### config.mk
export PLATFORM = sky130hd
export DESIGN_NAME = instr_fetch_unit
export DESIGN_NICKNAME = d
export VERILOG_FILES = /design/src/rtl/cpu_pkg.sv /design/src/rtl/instr_fifo.sv /design/src/rtl/instr_fetch_unit.sv
export SDC_FILE = /design/constraint.sdc
export NUM_CORES = 1
export LEC_CHECK = 0
export ABC_AREA = 1
export CORE_ASPECT_RATIO = 1.1
export CORE_MARGIN = 2
export CORE_UTILIZATION = 40
export CTS_BUF_LIST = sky130_fd_sc_hd__clkbuf_4
export CTS_CLUSTER_SIZE = 25
export DETAILED_ROUTE_END_ITERATION = 8
export PLACE_DENSITY = 0.59
export SYNTH_ARGS = -nofsm -noshare
export SYNTH_HDL_FRONTEND = slang
export SYNTH_HIERARCHICAL = 1
export SYNTH_SLANG_ARGS = --single-unit
### constraint.sdc
create_clock -name clk -period 2.8 [get_ports clk]
set_input_delay 0.28 -clock clk [delete_from_list [all_inputs] [get_ports clk]]
set_output_delay 0.28 -clock clk [all_outputs]
set_load 0.02 [all_outputs]
### src/rtl/cpu_pkg.sv
// Shared definitions for the CPU front end.
// Holds the instruction/PC widths, the PC increment, the fetch FSM state
// type, the FIFO entry layout and a word-alignment helper.
package cpu_pkg;

  localparam int INSTR_W = 32;
  localparam int PC_W    = 32;

  localparam logic [PC_W-1:0]    PC_INC    = 32'd4;
  localparam logic [INSTR_W-1:0] NOP_INSTR = 32'h0000_0000;

  typedef enum logic [1:0] {
    IDLE,     // no request outstanding
    WAIT,     // request outstanding, data will be kept
    DISCARD   // request outstanding, data will be dropped (redirected)
  } fetch_state_t;

  // One prefetched instruction together with the address it came from.
  typedef struct packed {
    logic [PC_W-1:0]    pc;
    logic [INSTR_W-1:0] instr;
  } fetch_entry_t;

  localparam fetch_entry_t EMPTY_ENTRY = '{pc: '0, instr: NOP_INSTR};

  function automatic logic [PC_W-1:0] word_align(input logic [PC_W-1:0] addr);
    return {addr[PC_W-1:2], 2'b00};
  endfunction

endpackage

### src/rtl/instr_fifo.sv
// Register-based synchronous FIFO used as the prefetch buffer.
// Ports:
//   clk, rst_n   clock, asynchronous active-low reset
//   push, din    write din at the tail (ignored when full unless popping too)
//   pop          drop the head (ignored when empty)
//   flush        empty the FIFO; wins over push and pop
//   dout         head entry, read straight from the storage registers
//   count        number of valid entries, 0..DEPTH
module instr_fifo #(
  parameter int              DEPTH   = 4,
  parameter int              WIDTH   = 64,
  parameter logic [WIDTH-1:0] RST_VAL = '0,
  localparam int             AW      = $clog2(DEPTH)
) (
  input  logic             clk,
  input  logic             rst_n,
  input  logic             push,
  input  logic             pop,
  input  logic             flush,
  input  logic [WIDTH-1:0] din,
  output logic [WIDTH-1:0] dout,
  output logic [AW:0]      count
);

  localparam logic [AW:0] FULL_CNT = (AW+1)'(DEPTH);

  logic [WIDTH-1:0] mem_q [DEPTH];
  logic [AW-1:0]    wr_ptr_q;
  logic [AW-1:0]    rd_ptr_q;
  logic [AW:0]      count_q;

  logic do_push;
  logic do_pop;

  // A full FIFO still accepts a push when the head leaves on the same edge.
  assign do_pop  = pop && (count_q != '0);
  assign do_push = push && ((count_q != FULL_CNT) || do_pop);

  // NOTE: sequential state uses non-blocking assignments so every register
  // samples the pre-edge values regardless of statement order.
  always_ff @(posedge clk or negedge rst_n) begin
    if (!rst_n) begin
      // NOTE: the storage is reset because dout drives a core-visible output
      // directly and must come out of reset as a defined value.
      for (int i = 0; i < DEPTH; i++) begin
        mem_q[i] <= RST_VAL;
      end
      wr_ptr_q <= '0;
      rd_ptr_q <= '0;
      count_q  <= '0;
    end else if (flush) begin
      wr_ptr_q <= '0;
      rd_ptr_q <= '0;
      count_q  <= '0;
    end else begin
      if (do_push) begin
        mem_q[wr_ptr_q] <= din;
        wr_ptr_q        <= wr_ptr_q + 1'b1;
      end
      if (do_pop) begin
        rd_ptr_q <= rd_ptr_q + 1'b1;
      end
      case ({do_push, do_pop})
        2'b10:   count_q <= count_q + 1'b1;
        2'b01:   count_q <= count_q - 1'b1;
        default: count_q <= count_q;
      endcase
    end
  end

  assign dout  = mem_q[rd_ptr_q];
  assign count = count_q;

endmodule

### src/rtl/instr_fetch_unit.sv
// Instruction fetch / prefetch stage in front of the CPU core.
// Walks a fetch PC, reads words from instruction memory one request at a
// time, buffers them in a prefetch FIFO and hands them to the core.
// Ports:
//   clk, rst_n              clock, asynchronous active-low reset
//   mem_req, mem_addr       memory read request, held until mem_ack
//   mem_ack, mem_rdata      one-cycle completion pulse with the data
//   instr, instr_pc         FIFO head and its address
//   instr_valid, instr_ready  core handshake; head leaves when both high
//   redirect, redirect_pc   restart fetching at redirect_pc, flush all
module instr_fetch_unit
  import cpu_pkg::*;
#(
  parameter int              DEPTH    = 4,
  parameter logic [PC_W-1:0] RESET_PC = 32'h0000_0000
) (
  input  logic               clk,
  input  logic               rst_n,
  output logic               mem_req,
  output logic [PC_W-1:0]    mem_addr,
  input  logic               mem_ack,
  input  logic [INSTR_W-1:0] mem_rdata,
  output logic [INSTR_W-1:0] instr,
  output logic [PC_W-1:0]    instr_pc,
  output logic               instr_valid,
  input  logic               instr_ready,
  input  logic               redirect,
  input  logic [PC_W-1:0]    redirect_pc
);

  localparam int              CW        = $clog2(DEPTH) + 1;
  localparam logic [CW-1:0]   DEPTH_CNT = CW'(DEPTH);

  fetch_state_t    state_q,    state_d;
  logic [PC_W-1:0] fetch_pc_q, fetch_pc_d;
  logic            mem_req_q,  mem_req_d;
  logic [PC_W-1:0] mem_addr_q, mem_addr_d;

  logic            push;
  logic            pop;
  logic [CW-1:0]   fifo_count;
  fetch_entry_t    push_entry;
  fetch_entry_t    head_entry;

  // State and datapath registers.
  always_ff @(posedge clk or negedge rst_n) begin
    if (!rst_n) begin
      state_q    <= IDLE;
      fetch_pc_q <= RESET_PC;
      mem_req_q  <= 1'b0;
      mem_addr_q <= RESET_PC;
    end else begin
      state_q    <= state_d;
      fetch_pc_q <= fetch_pc_d;
      mem_req_q  <= mem_req_d;
      mem_addr_q <= mem_addr_d;
    end
  end

  // Next state. Only one request is ever outstanding, so in IDLE the FIFO
  // count alone tells whether the returning word will have a slot.
  always_comb begin
    // NOTE: every combinational output gets a default first so no path
    // leaves it unassigned and no latch is inferred.
    state_d = state_q;
    case (state_q)
      IDLE: begin
        if (!redirect && (fifo_count < DEPTH_CNT)) begin
          state_d = WAIT;
        end
      end
      WAIT: begin
        if (mem_ack) begin
          state_d = IDLE;
        end else if (redirect) begin
          state_d = DISCARD;
        end
      end
      DISCARD: begin
        if (mem_ack) begin
          state_d = IDLE;
        end
      end
      default: state_d = IDLE;
    endcase
  end

  // Outputs and datapath next values.
  always_comb begin
    mem_req_d  = mem_req_q;
    mem_addr_d = mem_addr_q;
    fetch_pc_d = fetch_pc_q;
    push       = 1'b0;
    case (state_q)
      IDLE: begin
        if (state_d == WAIT) begin
          mem_req_d  = 1'b1;
          mem_addr_d = fetch_pc_q;
        end
      end
      WAIT: begin
        if (mem_ack) begin
          mem_req_d = 1'b0;
          // An ack that coincides with a redirect carries stale data.
          if (!redirect) begin
            push       = 1'b1;
            fetch_pc_d = fetch_pc_q + PC_INC;
          end
        end
      end
      DISCARD: begin
        // The request cannot be withdrawn; wait for its ack and drop it.
        if (mem_ack) begin
          mem_req_d = 1'b0;
        end
      end
      default: mem_req_d = 1'b0;
    endcase
    if (redirect) begin
      fetch_pc_d = word_align(redirect_pc);
    end
  end

  assign push_entry  = '{pc: fetch_pc_q, instr: mem_rdata};
  assign instr_valid = (fifo_count != '0);
  assign pop         = instr_valid & instr_ready;

  instr_fifo #(
    .DEPTH   (DEPTH),
    .WIDTH   ($bits(fetch_entry_t)),
    .RST_VAL (EMPTY_ENTRY)
  ) u_fifo (
    .clk   (clk),
    .rst_n (rst_n),
    .push  (push),
    .pop   (pop),
    .flush (redirect),
    .din   (push_entry),
    .dout  (head_entry),
    .count (fifo_count)
  );

  assign mem_req  = mem_req_q;
  assign mem_addr = mem_addr_q;
  assign instr    = head_entry.instr;
  assign instr_pc = head_entry.pc;

endmodule
==> results of run 1 <==
==> routing by layer <==
layer / vias to the layer above / GRT usage / share of wire
li1: 6309 / - / -
met1: 6092 / 0.2802 / 0.45
met2: 395 / 0.3285 / 0.46
met3: 70 / 0.04046 / 0.060
met4: 0 / 0.08992 / 0.027
met5: - / 0 / 0
==> sequential cells by signal (all words and copies together), names as in the netlist <==
register	count
fetch_pc_q	30
mem_addr	30
mem_req	1
state_q	2
u_fifo/count	3
u_fifo/mem_q	256
u_fifo/rd_ptr_q	2
u_fifo/wr_ptr_q	2
==> power by group through the flow <==
stage               logic, mW  clock network, mW  registers (mW)
finish                   6.96               4.16            6.53
global route             7.68               4.58            6.69
CTS                      7.11               4.33            6.52
detailed placement       7.29                  0            6.58
global placement         7.20                  0            6.57
floorplan                4.16                  0            6.64
==> cell usage in the layout (no fill, tap or decap), types with 2 or more instances in the layout <==
cell / count
clkdlybuf4s50_1: 97
inv_1: 122
xnor2_1: 2
nor2_1: 176
inv_4: 2
clkdlybuf4s15_1: 2
nor3_1: 2
o211ai_1: 8
clkbuf_4: 132
nand2_1: 427
nand2_4: 5
ha_1: 9
o22ai_1: 62
buf_16: 2
dfrtp_1: 324
dlymetal6s2s_1: 26
dlygate4sd2_1: 33
o22ai_2: 2
buf_12: 13
o21ai_1: 186
nand3_1: 52
nor2_2: 5
o21bai_1: 4
conb_1: 4
clkinv_1: 21
o21ai_0: 166
inv_2: 2
xor2_1: 6
o21ai_2: 81
nand4_1: 3
clkinv_2: 4
buf_4: 21
a21oi_1: 9
clkbuf_2: 3
==> cell families (layout without fill, tap and decap cells) <==
logic type	after synthesis	count (layout)
flip-flops	326	326
AO/OA/AOI/OAI	522	522
buffers and inverters	239	483
adder cells (fa/ha/maj)	10	10
other	1	5
AND/OR/NAND/NOR	677	677
XOR/XNOR	8	8
==> how the worst min path moves through the flow <==
stage,slack (ns),end,cells past startpoint
5_1_grt,0.11,fetch_pc_q[7]$_DFFE_PN0P_,3
2_1_floorplan,-0.02,fetch_pc_q[10]$_DFFE_PN0P_,0
3_3_place_gp,0.34,u_fifo/mem_q[10]$_DFFE_PN0P_,1
6_report,0.13,fetch_pc_q[5]$_DFFE_PN0P_,3
3_5_place_dp,0.34,u_fifo/mem_q[74]$_DFFE_PN0P_,1
4_1_cts,0.05,fetch_pc_q[24]$_DFFE_PN0P_,3
==> per-stage QoR <==
stage,setup slack (ns),hold WS (ns)
after CTS,-0.2260,0.05097
after global routing,-0.0004015,0.1057
final,0.09775,0.1254
after detailed placement,0.3301,0.3379
after global placement,0.3109,0.3437
after floorplan,0.2848,-0.01559
==> tightest hold or removal path: stages <==
cell and delay (ns):
clkdlybuf4s50_1 0.41, nor2_1 0.10, a21oi_1 0.04
==> what timing repair did <==
item,CTS,global route
cloned,1,0
endpoints found under the setup margin,64,30
hold buffers,1,0
endpoints found under the hold margin,76,0
gates resized for setup,42,36
==> cell type report <==
cell class | count | area, um2
Inverter | 125 | 479.2
Timing Repair Buffer | 199 | 2118
Sequential cell | 326 | 8163
Multi-Input combinational cell | 1221 | 5978
Antenna cell | 1 | 2.502
Tap cell | 500 | 625.6
Clock buffer | 132 | 991.0
Fill cell | 3726 | 19730
Clock inverter | 27 | 106.4
==> run summary, run 1 <==
Max clock buf depth: 3
Die H: 210.3 um
Final non-filler cell total: 2531
Vias in the first global route: 12720
Final period util: 0.9651
Deepest level of the CTS H-tree: 3
Most frequent cell after synthesis: nand2_1
Initial antenna violation count: 1
Cell Rows: 75
ANT nets after route: 0
CTS tree: yes
Setup TNS: 0 ns
Max_cap viols: 0
Switching part of the total: 0.3941
Cell-internal power: 10.69 mW
CP startpoint: u_fifo/rd_ptr_q[0]$_DFFE_PN0P_
Core Box Area: 38190 um2
Largest family of logic cells by synthesized area: compound AO/OA/AOI/OAI gates
Syn avg cell area: 8.680 um2
Period minus WS final: 2.702 ns
Placed cell area: 17290 um2
Root Buffer: clkbuf_4
Final-report hold violation count: 0
Initial Util: 0.4052
Io pins: 167
Final design utilization: 0.4834
Area share of the largest cell type after synthesis: 0.5271
Clock skew: 0.04047 ns
Synth Cell Area: 15480 um2
Distinct cell type count after synthesis: 37
Cell count after synthesis: 1783
Status: complete, no violations
Synth area leader: dfrtp_1
GRT overflow: 0
Power share of the sequential group: 0.370
Post-Synth XOR/XNOR Area: 0.004527
First drt pass iteration count: 5
Initial DRC count: 715
Die width: 191.5 um
Crit Path Max Fanout: 37
Comb power frac: 0.394
Post-CTS setup buffers: 0
Number of synthesized flops with an enable pin: 0
Final setup fails: 0
Worst-path clk slew: 0.07 ns
Cell family with most CP delay: buffers and inverters
Worst vdd rail ir drop: 521.8 uV
Post-route cell area: 18460 um2
Pwr Total: 17.65 mW
Synth warnings: 6
Placed cell count: 2369
Synth Area in Adders: 0.008570
Reg2reg end: u_fifo/mem_q[147]$_DFFE_PN0P_
Top cells by area in the synthesized netlist: dfrtp_1 53%, nand2_1 10%, o21ai_1 6.0%
WS Path Type: flip-flop to output port
Power per cell area: 955.7 nW/um2
All-Layer GR Usage: 0.2085
Routed len/inst: 16.23 um
Via-to-Cell Ratio: 5.083
Asr flop ratio synth: 1.000
Final Max Slew Viols: 0
Startpoint type of the worst setup path: flip-flop
P&R area growth vs syn: 19.31%
Port bufs: 162
Share of cells above drive strength 1: 0.1384
Num CTS Buffers: 91
HP Start: redirect_pc[5]
CP Data Arrival Time: 2.42 ns
Die ar.: 40280 um2
CP Capture Type: output port
Switching pwr: 6.955 mW
WP depth: 5
Via count: 12870
LEAKAGE: 9.105 nW
DP HPWL: 24.60 mm
Sequential area share after synthesis: 0.5271
Clock sink count: 326
Worst Path Required: 2.52 ns
Cells along the critical path: inv_6 -> buf_12 -> nor2_1 -> o22ai_1 -> dlygate4sd2_1
Highest clock rate: 370.1 MHz
CP endpoint: instr[15]
Maximum number of pins on one net before global-route repair: 105
Slowest Stage Delay on Critical Path: 0.55 ns
Yosys reg bits: 326
Post-synthesis simple-gate area fraction: 0.1746
Global placer's final weighted congestion: 0.8198
Slew @ Worst Pin: 0.6841 ns
Clock network fraction of design power: 0.236
First-pass GRT wire length: 66.52 mm
R2r setup slk: 0.36 ns
R2R depth: 10
Wirelength, routed: 41.09 mm
Fin nets: 2043
Compound-Gate Fraction of Synth Area: 0.1968
Post-synth top flop: dfrtp_1
Worst R2R Start: u_fifo/count[2]$_DFFE_PN0P_
Worst path bufs/invs: 3
Worst Hold Class: primary input to flip-flop
Top cells by count, synth: 427 x nand2_1, 326 x dfrtp_1, 186 x o21ai_1
Drc violations: 0
Mux cell area share after synthesis: 0
CP max-delay cell: dfrtp_4
Max-slew headroom: 0.5439
Worst-skew pair later-pin latency: 0.75 ns
Note: power is estimated with default switching activity, not from simulation.
==> run 2, diff against run 1 <==
- ABC_CLOCK_PERIOD_IN_PS: not set -> 3200
- clock period: 2.8 -> 3.2 ns (I/O delays scaled with it)
==> run 2 against run 1 <==
Effect of this change: wire length barely moved; clock power fell by 9.1%; die area did not move; sequential share of layout area barely moved; clock-buffer cell count did not move; largest cell class unchanged; worst hold slack improved by 0.029 ns; setup slack improved by 0.011 ns.
==> run summary, run 2 (synthesis gave the netlist of run 1 again) <==
Most frequent cells in the layout: 427 x nand2_1, 324 x dfrtp_1, 186 x o21ai_1, 176 x nor2_1, 166 x o21ai_0 (unchanged)
Final setup fails: 0 (unchanged)
Drc violations: 0 (unchanged)
Die width: 191.5 um (unchanged)
CP max-delay cell: clkdlybuf4s50_1 (was dfrtp_4)
Cells along the critical path: inv_6 -> buf_8 -> nor2_1 -> o22ai_1 -> clkdlybuf4s50_1 (was inv_6 -> buf_12 -> nor2_1 -> o22ai_1 -> dlygate4sd2_1)
Die H: 210.3 um (unchanged)
Startpoint type of the worst setup path: flip-flop (unchanged)
Worst Path Required: 2.88 ns (was 2.52 ns)
WS Path Type: flip-flop to output port (unchanged)
P&R area growth vs syn: 19.30% (was 19.31%)
Routed len/inst: 16.27 um (was 16.23 um)
Final Max Slew Viols: 0 (unchanged)
DP HPWL: 24.53 mm (was 24.60 mm)
Cell Rows: 75 (unchanged)
Root Buffer: clkbuf_4 (unchanged)
Worst vdd rail ir drop: 429.9 uV (was 521.8 uV)
Max clock buf depth: 3 (unchanged)
Clock sink count: 326 (unchanged)
Fin nets: 2034 (was 2043)
Placed cell area: 17210 um2 (was 17290 um2)
CTS tree: yes (unchanged)
Status: complete, no violations (unchanged)
Deepest level of the CTS H-tree: 3 (unchanged)
Worst Hold Class: primary input to flip-flop (unchanged)
Clock skew: 0.03984 ns (was 0.04047 ns)
ANT nets after route: 0 (unchanged)
LEAKAGE: 8.805 nW (was 9.105 nW)
Crit Path Max Fanout: 27 (was 37)
Unrepaired setup endpoints after global routing: false
Via count: 12840 (was 12870)
Biggest register: u_fifo/mem_q (unchanged)
All-Layer GR Usage: 0.2098 (was 0.2085)
Max reg flops: 256 (unchanged)
GRT overflow: 0 (unchanged)
Power per cell area: 858.1 nW/um2 (was 955.7 nW/um2)
WHS: 0.1540 ns (was 0.1254 ns)
Share of cells above drive strength 1: 0.1325 (was 0.1384)
Final period util: 0.9660
Wirelength, routed: 41.06 mm (was 41.09 mm)
Maximum number of pins on one net before global-route repair: 87 (was 105)
Max_cap viols: 0 (unchanged)
Most common cell after layout, fill and taps aside: nand2_1 (unchanged)
Highest clock rate: 323.5 MHz
Worst-path clk slew: 0.07 ns (about the same)
First drt pass iteration count: 5 (unchanged)
First-pass GRT wire length: 67.07 mm (was 66.52 mm)
Initial antenna violation count: 1 (unchanged)
CP Data Arrival Time: 2.77 ns (was 2.42 ns)
Initial Util: 0.4052 (unchanged)
CP Capture Type: output port (unchanged)
Global placer's final weighted congestion: 0.8151 (was 0.8198)
Period minus WS final: 3.091 ns
Initial DRC count: 877 (was 715)
Via-to-Cell Ratio: 5.089 (was 5.083)
Final-report hold violation count: 0 (unchanged)
Placed cell count: 2360 (was 2369)
Setup TNS: 0 ns (unchanged)
Final non-filler cell total: 2523 (was 2531)
Die ar.: 40280 um2 (unchanged)
Slowest Stage Delay on Critical Path: 0.67 ns (was 0.55 ns)
Worst-skew pair later-pin latency: 0.76 ns (was 0.75 ns)
Post-route cell area: 18460 um2 (about the same)
Num CTS Buffers: 91 (unchanged)
Slew @ Worst Pin: 1.081 ns (was 0.6841 ns)
Io pins: 167 (unchanged)
Core Box Area: 38190 um2 (unchanged)
Final design utilization: 0.4834 (about the same)
Port bufs: 162 (unchanged)
Max-slew headroom: 0.2791 (was 0.5439)
Vias in the first global route: 12720 (about the same)
-- run 2: cell types whose count changed in the layout (fill, tap and decap cells not counted), moves of 3 or more --
cell             delta
dlymetal6s2s_1     -17
buf_4              -10
clkinv_2            -4
clkbuf_2            -3
dlygate4sd2_1      -30
clkdlybuf4s50_1    +52
-- run 2: timing repair --
| action | in CTS | in global routing |
|---|---|---|
| endpoints found under the hold margin | 73 | 0 |
| resized for setup | 9 | 12 |
| hold buffers | 1 | 0 |
| gates cloned | 1 | 0 |
| endpoints found under the setup margin | 63 | 14 |
| setup buffers | 0 | 0 |
-- run 2: worst max-delay path: cells and delay by family, from the launching register on --
kind	cells	cell delay [ns]
simple gates	1	0.06
compound gates	1	0.28
flops	1	0.53
buf+inv	3	1.14
-- run 2: path summary, 6_finish.rpt --
path,slack (ns),end,depth (start not counted),start
worst max-delay path,0.11,instr_pc[23],5,u_fifo/rd_ptr_q[0]$_DFFE_PN0P_
worst min-delay path,0.15,fetch_pc_q[22]$_DFFE_PN0P_,3,redirect_pc[22]
worst max register to register,0.45,u_fifo/mem_q[0]$_DFFE_PN0P_,9,u_fifo/count[2]$_DFFE_PN0P_
worst min register to register,0.47,u_fifo/mem_q[174]$_DFFE_PN0P_,2,u_fifo/mem_q[174]$_DFFE_PN0P_
max in group asynchronous,2.12,fetch_pc_q[8]$_DFFE_PN0P_,3,rst_n
min in group asynchronous,0.17,u_fifo/mem_q[10]$_DFFE_PN0P_,2,rst_n
-- run 2: final cells by class --
cell class                      instances  area [um2]
Antenna cell                            1       2.502
Sequential cell                       326        8163
Fill cell                            3746       19730
Tap cell                              500       625.6
Multi-Input combinational cell       1221        5978
Clock inverter                         28       157.7
Inverter                              125       476.7
Timing Repair Buffer                  190        2068
Clock buffer                          132       991.0
-- run 2: routing by layer --
layer / up-vias / track usage / part of all wire
li1: 6308 / - / -
met1: 6112 / 0.2829 / 0.45
met2: 369 / 0.3386 / 0.47
met3: 50 / 0.04179 / 0.060
met4: 0 / 0.06976 / 0.017
met5: - / 0 / 0
-- run 2: through the flow --
stage	power (mW)	setup WS, ns
2_1_floorplan	9.448	0.6848
3_3_place_gp	12.01	0.4318
3_5_place_dp	12.10	0.4493
4_1_cts	16.08	0.01319
5_1_grt	17.00	0.001562
6_report	15.84	0.1089
-- run 2: power breakdown --
group | switching [mW] | leakage, nW | total [mW] | internal (mW)
sequential | 0.634 | 4.34 | 5.72 | 5.08
clock | 1.74 | 0.684 | 3.78 | 2.04
combinational | 3.71 | 3.78 | 6.35 | 2.64
==> run 3, diff against run 2 <==
- ABC_AREA: 1 -> 0
- CORE_UTILIZATION: 40 -> 50
- PLACE_DENSITY: 0.59 -> 0.71
==> run 3 against run 2 <==
Effect of this change: area after synthesis is 3.0% higher; wire length is 16% lower; flip-flop and latch count stayed put; power is 13% lower; via count is 27% lower; clock power is 4% lower; synthesized cell count is 45% lower; worst hold slack better by 0.053 ns; combinational power is 29% lower; largest cell class unchanged.
==> run summary, run 3 <==
Post-CTS setup buffers: 0 (unchanged)
Max_cap viols: 0 (unchanged)
Vias in the first global route: 10050 (was 12720)
Die width: 174.2 um (was 191.5 um)
R2R depth: 6 (was 9)
Port bufs: 162 (unchanged)
Clock sink count: 326 (unchanged)
Core Box Area: 31400 um2 (was 38190 um2)
R2r setup slk: 0.23 ns (was 0.45 ns)
Initial Util: 0.5075 (was 0.4052)
Synth area leader: dfrtp_1 (unchanged)
Asr flop ratio synth: 1.000 (unchanged)
P&R area growth vs syn: 19.64% (was 19.30%)
Syn avg cell area: 16.31 um2 (was 8.680 um2)
Final non-filler cell total: 1700 (was 2523)
Cell Rows: 68 (was 75)
Hold path endpoint: fetch_pc_q[21]$_DFFE_PN0P_ (was fetch_pc_q[22]$_DFFE_PN0P_)
Startpoint type of the worst setup path: flip-flop (unchanged)
Num CTS Buffers: 86 (was 91)
Global placer's final weighted congestion: 0.7757 (was 0.8151)
Comb power frac: 0.329 (was 0.401)
Max-slew headroom: 0.5857 (was 0.2791)
Top cells by count, synth: 326 x dfrtp_1, 240 x mux2_4, 64 x mux4_2 (was 427 x nand2_1, 326 x dfrtp_1, 186 x o21ai_1)
Cell family with most CP delay: buffers and inverters (unchanged)
Period minus WS final: 3.051 ns (was 3.091 ns)
Initial antenna violation count: 1 (unchanged)
Cell-internal power: 9.601 mW (was 9.762 mW)
Share of cells above drive strength 1: 0.4238 (was 0.1325)
All-Layer GR Usage: 0.2160 (was 0.2098)
Slew @ Worst Pin: 0.6214 ns (was 1.081 ns)
Switching pwr: 4.107 mW (was 6.082 mW)
Sequential area share after synthesis: 0.5120 (was 0.5271)
Reg2reg end: u_fifo/mem_q[100]$_DFFE_PN0P_ (was u_fifo/mem_q[0]$_DFFE_PN0P_)
Placed cell count: 1549 (was 2360)
Slowest Stage Delay on Critical Path: 0.58 ns (was 0.67 ns)
Drc violations: 0 (unchanged)
Final design utilization: 0.6072 (was 0.4834)
GRT overflow: 0 (unchanged)
WP depth: 3 (was 5)
WS Path Type: flip-flop to output port (unchanged)
Max clock buf depth: 3 (unchanged)
Via count: 9338 (was 12840)
Pwr Total: 13.71 mW (was 15.84 mW)
Worst vdd rail ir drop: 401.5 uV (was 429.9 uV)
Highest clock rate: 327.7 MHz (was 323.5 MHz)
HP Start: redirect_pc[21] (was redirect_pc[22])
Post-place setup slack: 0.2944 ns (was 0.4493 ns)
First drt pass iteration count: 5 (unchanged)
Deepest level of the CTS H-tree: 3 (unchanged)
Initial DRC count: 514 (was 877)
First-pass GRT wire length: 56.61 mm (was 67.07 mm)
Power share of the sequential group: 0.406 (was 0.361)
Worst-path clk slew: 0.06 ns (was 0.07 ns)
Die ar.: 33310 um2 (was 40280 um2)
Synth warnings: 6 (unchanged)
Area share of the largest cell type after synthesis: 0.5120 (was 0.5271)
Biggest register: u_fifo/mem_q (unchanged)
Routed len/inst: 20.35 um (was 16.27 um)
Yosys reg bits: 326 (unchanged)
Io pins: 167 (unchanged)
Die H: 191.2 um (was 210.3 um)
Final period util: 0.9535 (was 0.9660)
Cells along the critical path: buf_4 -> mux4_2 -> clkdlybuf4s50_1 (was inv_6 -> buf_8 -> nor2_1 -> o22ai_1 -> clkdlybuf4s50_1)
Power per cell area: 719.1 nW/um2 (was 858.1 nW/um2)
Worst path bufs/invs: 2 (was 3)
Filler cells: 2410 (was 3746)
Final setup fails: 0 (unchanged)
Root Buffer: clkbuf_4 (unchanged)
Fin nets: 1298 (was 2034)
Final-report hold violation count: 0 (unchanged)
Unrepaired setup endpoints after global routing: true (was false)
Distinct cell type count after synthesis: 52 (was 37)
ANT nets after route: 0 (unchanged)
Worst-skew pair later-pin latency: 0.70 ns (was 0.76 ns)
Most frequent cell after synthesis: dfrtp_1 (was nand2_1)
Final Max Slew Viols: 0 (unchanged)
Number of synthesized flops with an enable pin: 0 (unchanged)
Worst Hold Class: primary input to flip-flop (unchanged)
CP max-delay cell: mux4_2 (was clkdlybuf4s50_1)
CTS tree: yes (unchanged)
Worst Path Required: 2.88 ns (about the same)
WHS: 0.2066 ns (was 0.1540 ns)
Final worst slack: 0.1487 ns (was 0.1089 ns)
DP HPWL: 22.50 mm (was 24.53 mm)
Max reg flops: 256 (unchanged)
Most frequent cells in the layout: 324 x dfrtp_1, 240 x mux2_4, 160 x clkdlybuf4s50_1, 127 x clkbuf_4, 64 x mux4_2 (was 427 x nand2_1, 324 x dfrtp_1, 186 x o21ai_1, 176 x nor2_1, 166 x o21ai_0)
Maximum number of pins on one net before global-route repair: 85 (was 87)
Switching part of the total: 0.2996 (was 0.3838)
CP Data Arrival Time: 2.73 ns (was 2.77 ns)
Hold depth: 3 (unchanged)
Most common cell after layout, fill and taps aside: dfrtp_1 (was nand2_1)
Cell count after synthesis: 977 (was 1783)
Clock skew: 0.05335 ns (was 0.03984 ns)
CP Capture Type: output port (unchanged)
Wirelength, routed: 34.60 mm (was 41.06 mm)
Top cells by area in the synthesized netlist: dfrtp_1 51%, mux2_4 23%, mux4_2 9.0% (was dfrtp_1 53%, nand2_1 10%, o21ai_1 6.0%)
Post-synth top flop: dfrtp_1 (unchanged)
Worst R2R Start: u_fifo/count[2]$_DFFE_PN0P_ (unchanged)
Crit Path Max Fanout: 17 (was 27)
Status: complete, no violations (unchanged)
LEAKAGE: 9.225 nW (was 8.805 nW)
Synth Cell Area: 15930 um2 (was 15480 um2)
Clock network fraction of design power: 0.265 (was 0.238)
Via-to-Cell Ratio: 5.493 (was 5.089)
## run 3: changes by cell type in the layout (fill, tap and decap cells not counted), moves of 81 or more
cell	previous run	this run
o21ai_2	81	0
o21ai_0	166	25
o21ai_1	186	0
mux2_4	0	240
inv_1	122	8
nand2_1	427	31
nor2_1	176	20
## run 3: cell families (layout without fill, tap and decap cells)
kind of cell	Yosys count	in the layout	synth area share
mux	351	351	0.3498
flops	326	326	0.5120
simple gates	130	130	0.04578
buf+inv	75	368	0.04837
compound gates	68	68	0.02670
xor+xnor	16	16	0.008795
fa+ha+maj	10	10	0.008324
other cells	1	11	0.0002354
## run 3: power by group through the flow
| stage | Clock (mW) | Sequential, mW | Combinational [mW] |
|---|---|---|---|
| after floorplan | 0 | 5.68 | 2.60 |
| after global placement | 0 | 5.59 | 4.47 |
| after detailed placement | 0 | 5.61 | 4.55 |
| after CTS | 3.79 | 5.56 | 4.56 |
| after global routing | 4.02 | 5.68 | 4.78 |
| final | 3.64 | 5.56 | 4.51 |
## run 3: worst max path at each step
stage / from / to / slack [ns]
after CTS: u_fifo/rd_ptr_q[0]$_DFFE_PN0P_ / instr_pc[30] / 0.03
after global placement: u_fifo/count[2]$_DFFE_PN0P_ / u_fifo/mem_q[104]$_DFFE_PN0P_ / 0.31
after floorplan: state_q[1]$_DFF_PN0_ / u_fifo/count[2]$_DFFE_PN0P_ / 0.19
after global routing: u_fifo/rd_ptr_q[0]$_DFFE_PN0P_ / instr_pc[2] / -0.006
after detailed placement: u_fifo/count[2]$_DFFE_PN0P_ / u_fifo/mem_q[104]$_DFFE_PN0P_ / 0.29
final: u_fifo/rd_ptr_q[0]$_DFFE_PN0P_ / instr[23] / 0.15
## run 3: layout make-up
cell class	instances	area, um2	area share
inverter	8	30.03	0.001575
clock inverter	21	135.1	0.007089
antenna	1	2.502	0.0001313
timing repair buffer	212	2177	0.1142
clock buffer	127	953.4	0.05002
multi-input combinational	585	7073	0.3711
sequential	326	8165	0.4284
tap	420	525.5	0.02757
## run 3: metrics by stage
stage	setup TNS [ns]	instance area, um2
floorplan	0	15970
global placement	0	17950
detailed placement	0	17950
CTS	0	19060
global route	-0.01946	19060
finish	0	19060
## run 3: timing repair
| item | 4_1_cts | 5_1_grt |
|---|---|---|
| resized for setup | 0 | 0 |
| hold endpoints to repair | 74 | 0 |
| hold buffers | 2 | 0 |
| setup endpoints to repair | 0 | 5 |
## run 3: worst reg2reg max path: stages, from the launching register on
cell and delay (ns):
dfrtp_1 0.38, or3_1 0.43, and2_1 0.21, or4b_1 0.73, nand4b_4 0.46, buf_4 0.30
mux2_4 0.32
## run 3: layer usage
metal,vias to the layer above,track usage,wire length [um]
li1,4144,-,-
met1,4894,0.3072,15890
met2,275,0.3385,16560
met3,25,0.04634,1792
met4,0,0.05850,362
met5,-,0,0
